## src/rtl/retospect_neuron.sv

```systemverilog
// retospect_neuron -- parametrised spiking neuron cell for the FPNA fabric.
//
// Sums the weights of all active dendrites in one cycle. Applies leak
// selected from the clockbus. Saturates the membrane potential, and fires
// when a programmable threshold is reached. After each spike it holds off
// for a programmable refractory period.
//
// Configuration sits in a serial chain: w[0] .. w[N_DEND-1], thr, sel, refr.
// w[0] is nearest bs_in and refr is nearest bs_out. The chain is one shift
// register with bs_in entering at the MSB. bs_out is the LSB.
//
// Optional feature macro: RETOSPECT_NEURON_INHIBIT_EN
//   defined   : weights are two's-complement signed; next potential is
//               clamped to [0, 2^POT_BITS-1].
//   undefined : weights are unsigned; only the upper clamp applies.
//
// Ports:
//   clk        fabric clock, rising edge
//   reset      synchronous active-high full reset (clears configuration too)
//   reset_nn   network reset: pot=1, runtime state cleared, config kept
//   config_en  shift the configuration chain by one bit
//   bs_in      bitstream serial input
//   bs_out     bitstream serial output (LSB of refr field)
//   clockbus   decay strobes from the clockbox
//   dendrite   spike inputs
//   axon       registered one-cycle spike output
module retospect_neuron #(
  parameter int N_DEND    = 4,
  parameter int W_BITS    = 3,
  parameter int POT_BITS  = 4,
  parameter int N_CLK     = 8,
  parameter int REFR_BITS = 2
) (
  input  logic              clk,
  input  logic              reset,
  input  logic              reset_nn,
  input  logic              config_en,
  input  logic              bs_in,
  output logic              bs_out,
  input  logic [N_CLK-1:0]  clockbus,
  input  logic [N_DEND-1:0] dendrite,
  output logic              axon
);
  localparam int SEL_BITS = (N_CLK > 1) ? $clog2(N_CLK) : 1;
  localparam int L        = N_DEND*W_BITS + POT_BITS + SEL_BITS + REFR_BITS;
  localparam int OFS_SEL  = REFR_BITS;
  localparam int OFS_THR  = OFS_SEL + SEL_BITS;
  localparam int OFS_W    = OFS_THR + POT_BITS;
  // Wide enough for pot plus N_DEND (<=8) full-scale weights, with a sign bit.
  localparam int ACC_W    = POT_BITS + W_BITS + 5;
  localparam logic [POT_BITS-1:0]     POT_MAX = '1;
  localparam logic signed [ACC_W-1:0] ACC_MAX = ACC_W'((2**POT_BITS) - 1);

  logic [L-1:0]          chain;
  logic [POT_BITS-1:0]   pot;
  logic [REFR_BITS-1:0]  rcnt;
  logic [POT_BITS-1:0]   thr;
  logic [SEL_BITS-1:0]   sel;
  logic [REFR_BITS-1:0]  refr;
  logic [POT_BITS-1:0]   leaked;
  logic [POT_BITS-1:0]   next_pot;
  logic [W_BITS-1:0]     wi;
  logic signed [ACC_W-1:0] sum;
  logic signed [ACC_W-1:0] acc;
  logic                  leak_en;
  logic                  fire;

  assign refr   = chain[0 +: REFR_BITS];
  assign sel    = chain[OFS_SEL +: SEL_BITS];
  assign thr    = chain[OFS_THR +: POT_BITS];
  assign bs_out = chain[0];

  always_comb begin
    // Out-of-range sel values fall back to clockbus[0].
    leak_en = clockbus[0];
    for (int k = 1; k < N_CLK; k++)
      if (sel == SEL_BITS'(k)) leak_en = clockbus[k];
    leaked = leak_en ? (pot >> 1) : pot;

    sum = '0;
    wi  = '0;
    for (int i = 0; i < N_DEND; i++) begin
      // w[0] is the highest field in the chain.
      wi = chain[OFS_W + (N_DEND-1-i)*W_BITS +: W_BITS];
      if (dendrite[i]) begin
`ifdef RETOSPECT_NEURON_INHIBIT_EN
        sum = sum + {{(ACC_W-W_BITS){wi[W_BITS-1]}}, wi};
`else
        sum = sum + {{(ACC_W-W_BITS){1'b0}}, wi};
`endif
      end
    end
    acc = {{(ACC_W-POT_BITS){1'b0}}, leaked} + sum;

`ifdef RETOSPECT_NEURON_INHIBIT_EN
    if (acc[ACC_W-1])        next_pot = '0;
    else if (acc > ACC_MAX)  next_pot = POT_MAX;
    else                     next_pot = acc[POT_BITS-1:0];
`else
    if (acc > ACC_MAX)       next_pot = POT_MAX;
    else                     next_pot = acc[POT_BITS-1:0];
`endif

    fire = (thr != '0) && (next_pot >= thr);
  end

  always_ff @(posedge clk) begin
    if (reset) begin
      chain <= '0;
      pot   <= '0;
      rcnt  <= '0;
      axon  <= 1'b0;
    end else if (reset_nn) begin
      pot   <= POT_BITS'(1);
      rcnt  <= '0;
      axon  <= 1'b0;
    end else if (config_en) begin
      // pot and rcnt freeze while the chain shifts.
      chain <= {bs_in, chain[L-1:1]};
      axon  <= 1'b0;
    end else if (rcnt != '0) begin
      pot   <= '0;
      rcnt  <= rcnt - 1'b1;
      axon  <= 1'b0;
    end else if (fire) begin
      pot   <= '0;
      rcnt  <= refr;
      axon  <= 1'b1;
    end else begin
      pot   <= next_pot;
      axon  <= 1'b0;
    end
  end
endmodule

```

## config.mk

```make
export PLATFORM = sky130hd
export DESIGN_NAME = retospect_neuron
export DESIGN_NICKNAME = d
export VERILOG_FILES = /design/src/rtl/retospect_neuron.sv
export SDC_FILE = /design/constraint.sdc
export NUM_CORES = 1
export LEC_CHECK = 0
export ABC_AREA = 1
export BUFFER_PORTS_ARGS = -buffer_cell sky130_fd_sc_hd__buf_2
export CORE_MARGIN = 1.5
export CORE_UTILIZATION = 45
export CTS_CLUSTER_DIAMETER = 40
export DETAILED_ROUTE_END_ITERATION = 8
export PLACE_DENSITY = 0.72
export SETUP_SLACK_MARGIN = 0.1
export SLEW_MARGIN = 20
export SYNTH_ARGS = -nofsm -noshare
export SYNTH_HDL_FRONTEND = slang
export SYNTH_SLANG_ARGS = --single-unit
```

## constraint.sdc

```tcl
create_clock -name clk -period 7.3 [get_ports clk]
set_input_delay 1.095 -clock clk [delete_from_list [all_inputs] [get_ports clk]]
set_output_delay 1.095 -clock clk [all_outputs]
set_load 0.01 [all_outputs]
```

# --- After elaboration in Yosys (flattened, before gate mapping) ---
# Index checks and enable logic that the tools add are counted.
word_totals:
  reg_bits: 28
  in_bits: 17
  output_inout_bits: 2
  elab_cells: 50
op_classes:
  add_sub_neg: 5
  magnitude_cmp: 2
  n_eq_ne: 8
  mux: 20
  bitwise_logic: 2
  reduce_logical: 8
op_table:
  columns: ["operator", "n"]
  rows:
  - ["12-bit by 3-bit adder with 12-bit output", 3]
  - ["12-bit two-way mux", 3]
  - ["4-bit two-way mux", 4]
  - ["4-bit by 12-bit adder with 12-bit output", 1]
  - ["3-bit == test, second input constant", 4]
  - ["12-bit by 5-bit > comparator with 1-bit output, second input constant", 1]
  - ["1-bit two-way mux", 10]
  - ["3-bit by 2-bit == test with 1-bit output, second input constant", 2]
  - ["4-bit >= comparator", 1]
  - ["2-bit two-way mux", 2]
  - ["2-bit AND reduction", 2]
  - ["2-bit nonzero test", 2]
  - ["4-bit nonzero test", 1]
  - ["4-bit OR reduction", 1]
  - ["3-bit by 1-bit == test with 1-bit output, second input constant", 1]
  - ["3-bit two-way mux", 1]
  - ["2-bit != test, second input constant", 1]
  - ["1-bit inverter", 2]
  - ["2-bit OR reduction", 1]
  - ["2-bit by 1-bit subtractor with 2-bit output, second input constant", 1]
  - ["1-bit logical AND", 1]

# --- Longest topological paths before layout ---
depth:
  word_depth: 18
  mapped_depth: 31
  ltp_nobuf: 31

# --- Worst setup path after synthesis ---
# OpenSTA, ideal clock, no wires.
synth_timing:
  kind: "input to register"
  startpoint: "in dendrite[0]"
  endpoint: "reg pot[0]"
  setup_ns: 0.071
  t_arrival_ns: 5.442
  required_ns: 7.229
  slack_ns: 1.788
  cell_stages: 28
  n_path_buf: 0
  cell_sequence: "nand2_1 inv_1 ha_1 inv_1 fa_1 o21ai_0 fa_1 nand2_1 nand2_1 fa_1 nor2_1 a31oi_1 fa_1 nand2_1 a21boi_0 nand2_1 nand3_2 nand4_1 ha_1 inv_1 nor2_1 o211ai_1 nand3_1 nand2_1 nand2_1 nor2_1 nand2_1 a21oi_1"
synth_between:
  elab_chain_len: 16
synth_lines:
  columns: ["item", "line", "source"]
  rows:
  - ["from (decl)", "41", "input logic [N_DEND-1:0] dendrite,"]
  - ["3-bit two-way mux *", "85", "if (dendrite[i]) begin"]
  - ["12-bit by 3-bit adder with 12-bit output", "89", "sum = sum + {{(ACC_W-W_BITS){1'b0}}, wi};"]
  - ["12-bit two-way mux *", "85", null]
  - ["12-bit by 3-bit adder with 12-bit output", "89", null]
  - ["12-bit two-way mux *", "85", null]
  - ["12-bit by 3-bit adder with 12-bit output", "89", null]
  - ["12-bit two-way mux *", "85", null]
  - ["4-bit by 12-bit adder with 12-bit output *", "93", "acc = {{(ACC_W-POT_BITS){1'b0}}, leaked} + sum;"]
  - ["12-bit by 5-bit > comparator with 1-bit output", "100", "if (acc > ACC_MAX) next_pot = POT_MAX;"]
  - ["4-bit two-way mux *", "100", null]
  - ["4-bit >= comparator", "104", "fire = (thr != '0) && (next_pot >= thr);"]
  - ["1-bit logical AND", "104", null]
  - ["4-bit two-way mux *", "125", "end else if (fire) begin"]
  - ["4-bit two-way mux *", "121", "end else if (rcnt != '0) begin"]
  - ["1-bit two-way mux *", "117", "end else if (config_en) begin"]
  - ["1-bit two-way mux *", "113", "end else if (reset_nn) begin"]
  - ["to (signal assigned)", "130", "pot <= next_pot;"]
  - ["to (decl)", "55", "logic [POT_BITS-1:0] pot;"]
# Every way passes the cells marked *; elsewhere a longest branch is shown, timed or not. The select of a mux whose other input is x is not followed.
# A chain may end at the register's enable or synchronous reset.

# --- Worst setup path in the final report ---
layout_timing:
  startpoint: "in dendrite[0]"
  endpoint: "reg pot[1]"
layout_between:
  elab_chain_len: 14
layout_lines:
  columns: ["item", "line"]
  rows:
  - ["3-bit two-way mux *", "85"]
  - ["12-bit by 3-bit adder with 12-bit output", "89"]
  - ["12-bit two-way mux *", "85"]
  - ["12-bit by 3-bit adder with 12-bit output", "89"]
  - ["12-bit two-way mux *", "85"]
  - ["12-bit by 3-bit adder with 12-bit output", "89"]
  - ["12-bit two-way mux *", "85"]
  - ["4-bit by 12-bit adder with 12-bit output *", "93"]
  - ["12-bit by 5-bit > comparator with 1-bit output", "100"]
  - ["4-bit two-way mux *", "100"]
  - ["4-bit >= comparator", "104"]
  - ["1-bit logical AND", "104"]
  - ["4-bit two-way mux *", "125"]
  - ["4-bit two-way mux *", "121"]
# Every way passes the cells marked *; elsewhere a longest branch is shown, timed or not.

==> results by group <==
Floorplan
  – Io pins: 19
  – Starting Density: 0.4714
  – Die Span X: 67.97 um
  – Die H: 67.97 um
  – Core area: 0.004029 mm^2
  – Row count: 23
  – Die area: 0.004619 mm^2

GRT
  – Vias in the first global route: 1483
  – Initial antenna violation count: 0
  – Pin count of the biggest net entering global routing: 27
  – First-pass GRT wire length: 6313 um
  – Grt total ovfl: 0
  – GRT Util Overall: 0.1737

Timing
  – Max-slew violations: 0
  – Worst slew margin: 0.3778
  – Final clock skew: 0.005321 ns
  – Fraction of the cycle the final worst path needs: 0.8032
  – FMAX: 170.5 MHz
  – Final Critical Period: 5.864 ns
  – Endpoints failing hold: 0
  – Final setup vio count: 0
  – RSZ-0062 raised after global routing: no
  – Slew @ Worst Pin: 0.9323 ns
  – Setup TNS: 0 ns

Critical path
  – Critical path's slowest cell: fa_1
  – CP startpoint kind: primary input
  – Buffers and inverters on the worst path: 4
  – CP top delay family: adder cells
  – Max FO, Critical Path: 4
  – Most frequent CP cell: nand2_1
  – Critical Path End Type: flop
  – Crit Path Class: in -> reg
  – Reg2reg setup slack: 2.00 ns
  – Crit path DAT: 6.07 ns
  – Critical Path Max Stage Delay: 0.51 ns
  – Worst EP required: 7.51 ns

Cells and area
  – Layout cells sized above 1: 0.1484
  – Antenna diodes: 0
  – Most common cell after layout, fill and taps aside: nand2_1
  – Most frequent cells in the layout: 70 x nand2_1, 28 x dfxtp_1, 27 x nor2_1
  – Nets: 322
  – Layout Area Growth over Synthesis: 10.34%

Synthesis
  – Cell count after synthesis: 267
  – Area of the mapped netlist: 0.001899 mm^2
  – Syn Nets: 305
  – Synth warnings: 0
  – Avg Cell Area, Syn: 7.114 um^2
  – Count of cell types in the netlist: 30
  – Post-synthesis sequential area ratio: 0.2951
  – #FFs+latches synth: 28

Clock tree
  – CTS root buf: clkbuf_8
  – CTS H-tree lvls: 1
  – Worst-skew pair later-pin latency: 0.27 ns
  – Setup repair bufs after CTS: 0
  – CTS tree: done
  – Post-cts resize count: 0
  – Clock buffer depth: 2
  – # clock sinks: 28
  – Cts bufs inserted: 3
  – CTS hold repair buffers: 0
  – Clock slew at the register clock pins of the worst setup and hold paths: 0.09 ns

Route
  – Drt first pass iters: 4
  – Post-route DRC violation count: 0
  – Final ANT Viol Nets: 0
  – Drt wl/cell: 11.59 um
  – Routed vias: 1707
  – Routed WL: 3859 um
  – Drt initial violations: 56
  – Vias per inst: 5.126

Pwr
  – P_leak: 0.9496 nW
  – Peak supply drop: 0.1257 mV
  – Pwr/cell area: 162.6 mW/mm^2
  – Pwr Total: 0.3408 mW

Placed design
  – Placer Congestion: 0.8155
  – Port Buffers: 18
  – Hpwl dp: 2996 um

Run status
  – Outcome: finished, final reports clean

Min path
  – Hold Path Class: reg -> reg

Job
  – Max-Cap Viols: 0
## report_power, final
group | total (mW) | leakage [nW] | switching, mW | internal [mW]
logic | 0.0581 | 0.686 | 0.0367 | 0.0214
registers | 0.162 | 0.228 | 0.00434 | 0.158
clock network | 0.120 | 0.0357 | 0.0471 | 0.0734
total | 0.341 | 0.950 | 0.0882 | 0.253
## Yosys cell counts
cell      count  area share
buf_2         3      0.0079
nor2_1       27       0.053
a211oi_1     10       0.040
nor3_1        1      0.0026
a21oi_1      20       0.053
nand3_2       2       0.011
inv_2         6       0.012
o211ai_1      3       0.012
a21boi_1      1      0.0040
ha_1         17        0.11
dfxtp_1      28        0.30
xnor2_1       3       0.014
a21oi_2       1      0.0046
nor4_1        1      0.0033
clkbuf_1      2      0.0040
nand2_2       8       0.026
a21boi_0      1      0.0040
or4_4         1      0.0059
inv_1        19       0.038
nand3_1      12       0.032
nand2_1      70        0.14
xor2_1        3       0.014
fa_1          4       0.042
nor2_2        1      0.0033
clkinv_2      1      0.0026
a31oi_1       5       0.016
clkbuf_2      1      0.0026
nand4_1       7       0.023
a22oi_1       1      0.0040
o21ai_0       8       0.021
## sequential cells by signal, summed over array words and instances (netlist names)
signal / flops
axon: 1
rcnt: 2
pot: 4
chain: 21
## metrics by stage
| step | util | hold slack, ns | area, um^2 | std cells | setup slack [ns] |
|---|---|---|---|---|---|
| finish | 0.5202 | 0.4764 | 2096 | 333 | 1.437 |
| global route | 0.5202 | 0.5056 | 2096 | 333 | 0.8457 |
| CTS | 0.5202 | 0.4768 | 2096 | 333 | 1.417 |
| detailed placement | 0.5025 | 0.4637 | 2024 | 329 | 1.135 |
| global placement | 0.5025 | 0.4586 | 2024 | 329 | 1.285 |
| floorplan | - | 0.4461 | 1899 | 267 | 1.788 |
## worst reg2reg max path: cells and delay by family, from the launching register on
kind	cells	cell delay [ns]
AO/OA/AOI/OAI	6	1.14
XOR/XNOR	2	0.29
adder cells (fa/ha/maj)	6	2.06
buffers and inverters	4	0.23
flip-flops	1	0.36
AND/OR/NAND/NOR	12	1.16
## logic make-up (layout without fill, tap and decap cells)
family          count (synthesis)  in the layout  share of synthesized area
flops                          28             28                     0.2951
fa+ha+maj                      21             21                     0.1541
xor+xnor                        6              6                    0.02767
compound gates                 50             50                     0.1581
buf+inv                        32             48                    0.06653
simple gates                  130            130                     0.2984
## path summary, 6_finish.rpt
kind                           from                  end  cells past startpoint
max                     dendrite[0]  pot[1]$_SDFFE_PP0N_                     29
min             pot[3]$_SDFFE_PP0N_  pot[3]$_SDFFE_PP0N_                      2
max reg2reg  chain[18]$_SDFFE_PP0P_  pot[1]$_SDFFE_PP0N_                     30
min reg2reg     pot[3]$_SDFFE_PP0N_  pot[3]$_SDFFE_PP0N_                      2
## area by class of cell
type                    instances  area, um^2
inverters                      26       98.84
clock inverters                 1       30.03
multi-input cells             207        1212
well taps                      50       62.56
flip-flops and latches         28       560.5
repair buffers                 18       90.09
clock buffers                   3       41.29
fillers                       425        1933
## layer usage
metal	track usage	routed length [um]
met1	0.2417	1926
met2	0.2828	1803
met3	0.02467	107
met4	0.04250	22
met5	0	0
Power figures use the tool's default switching activity.
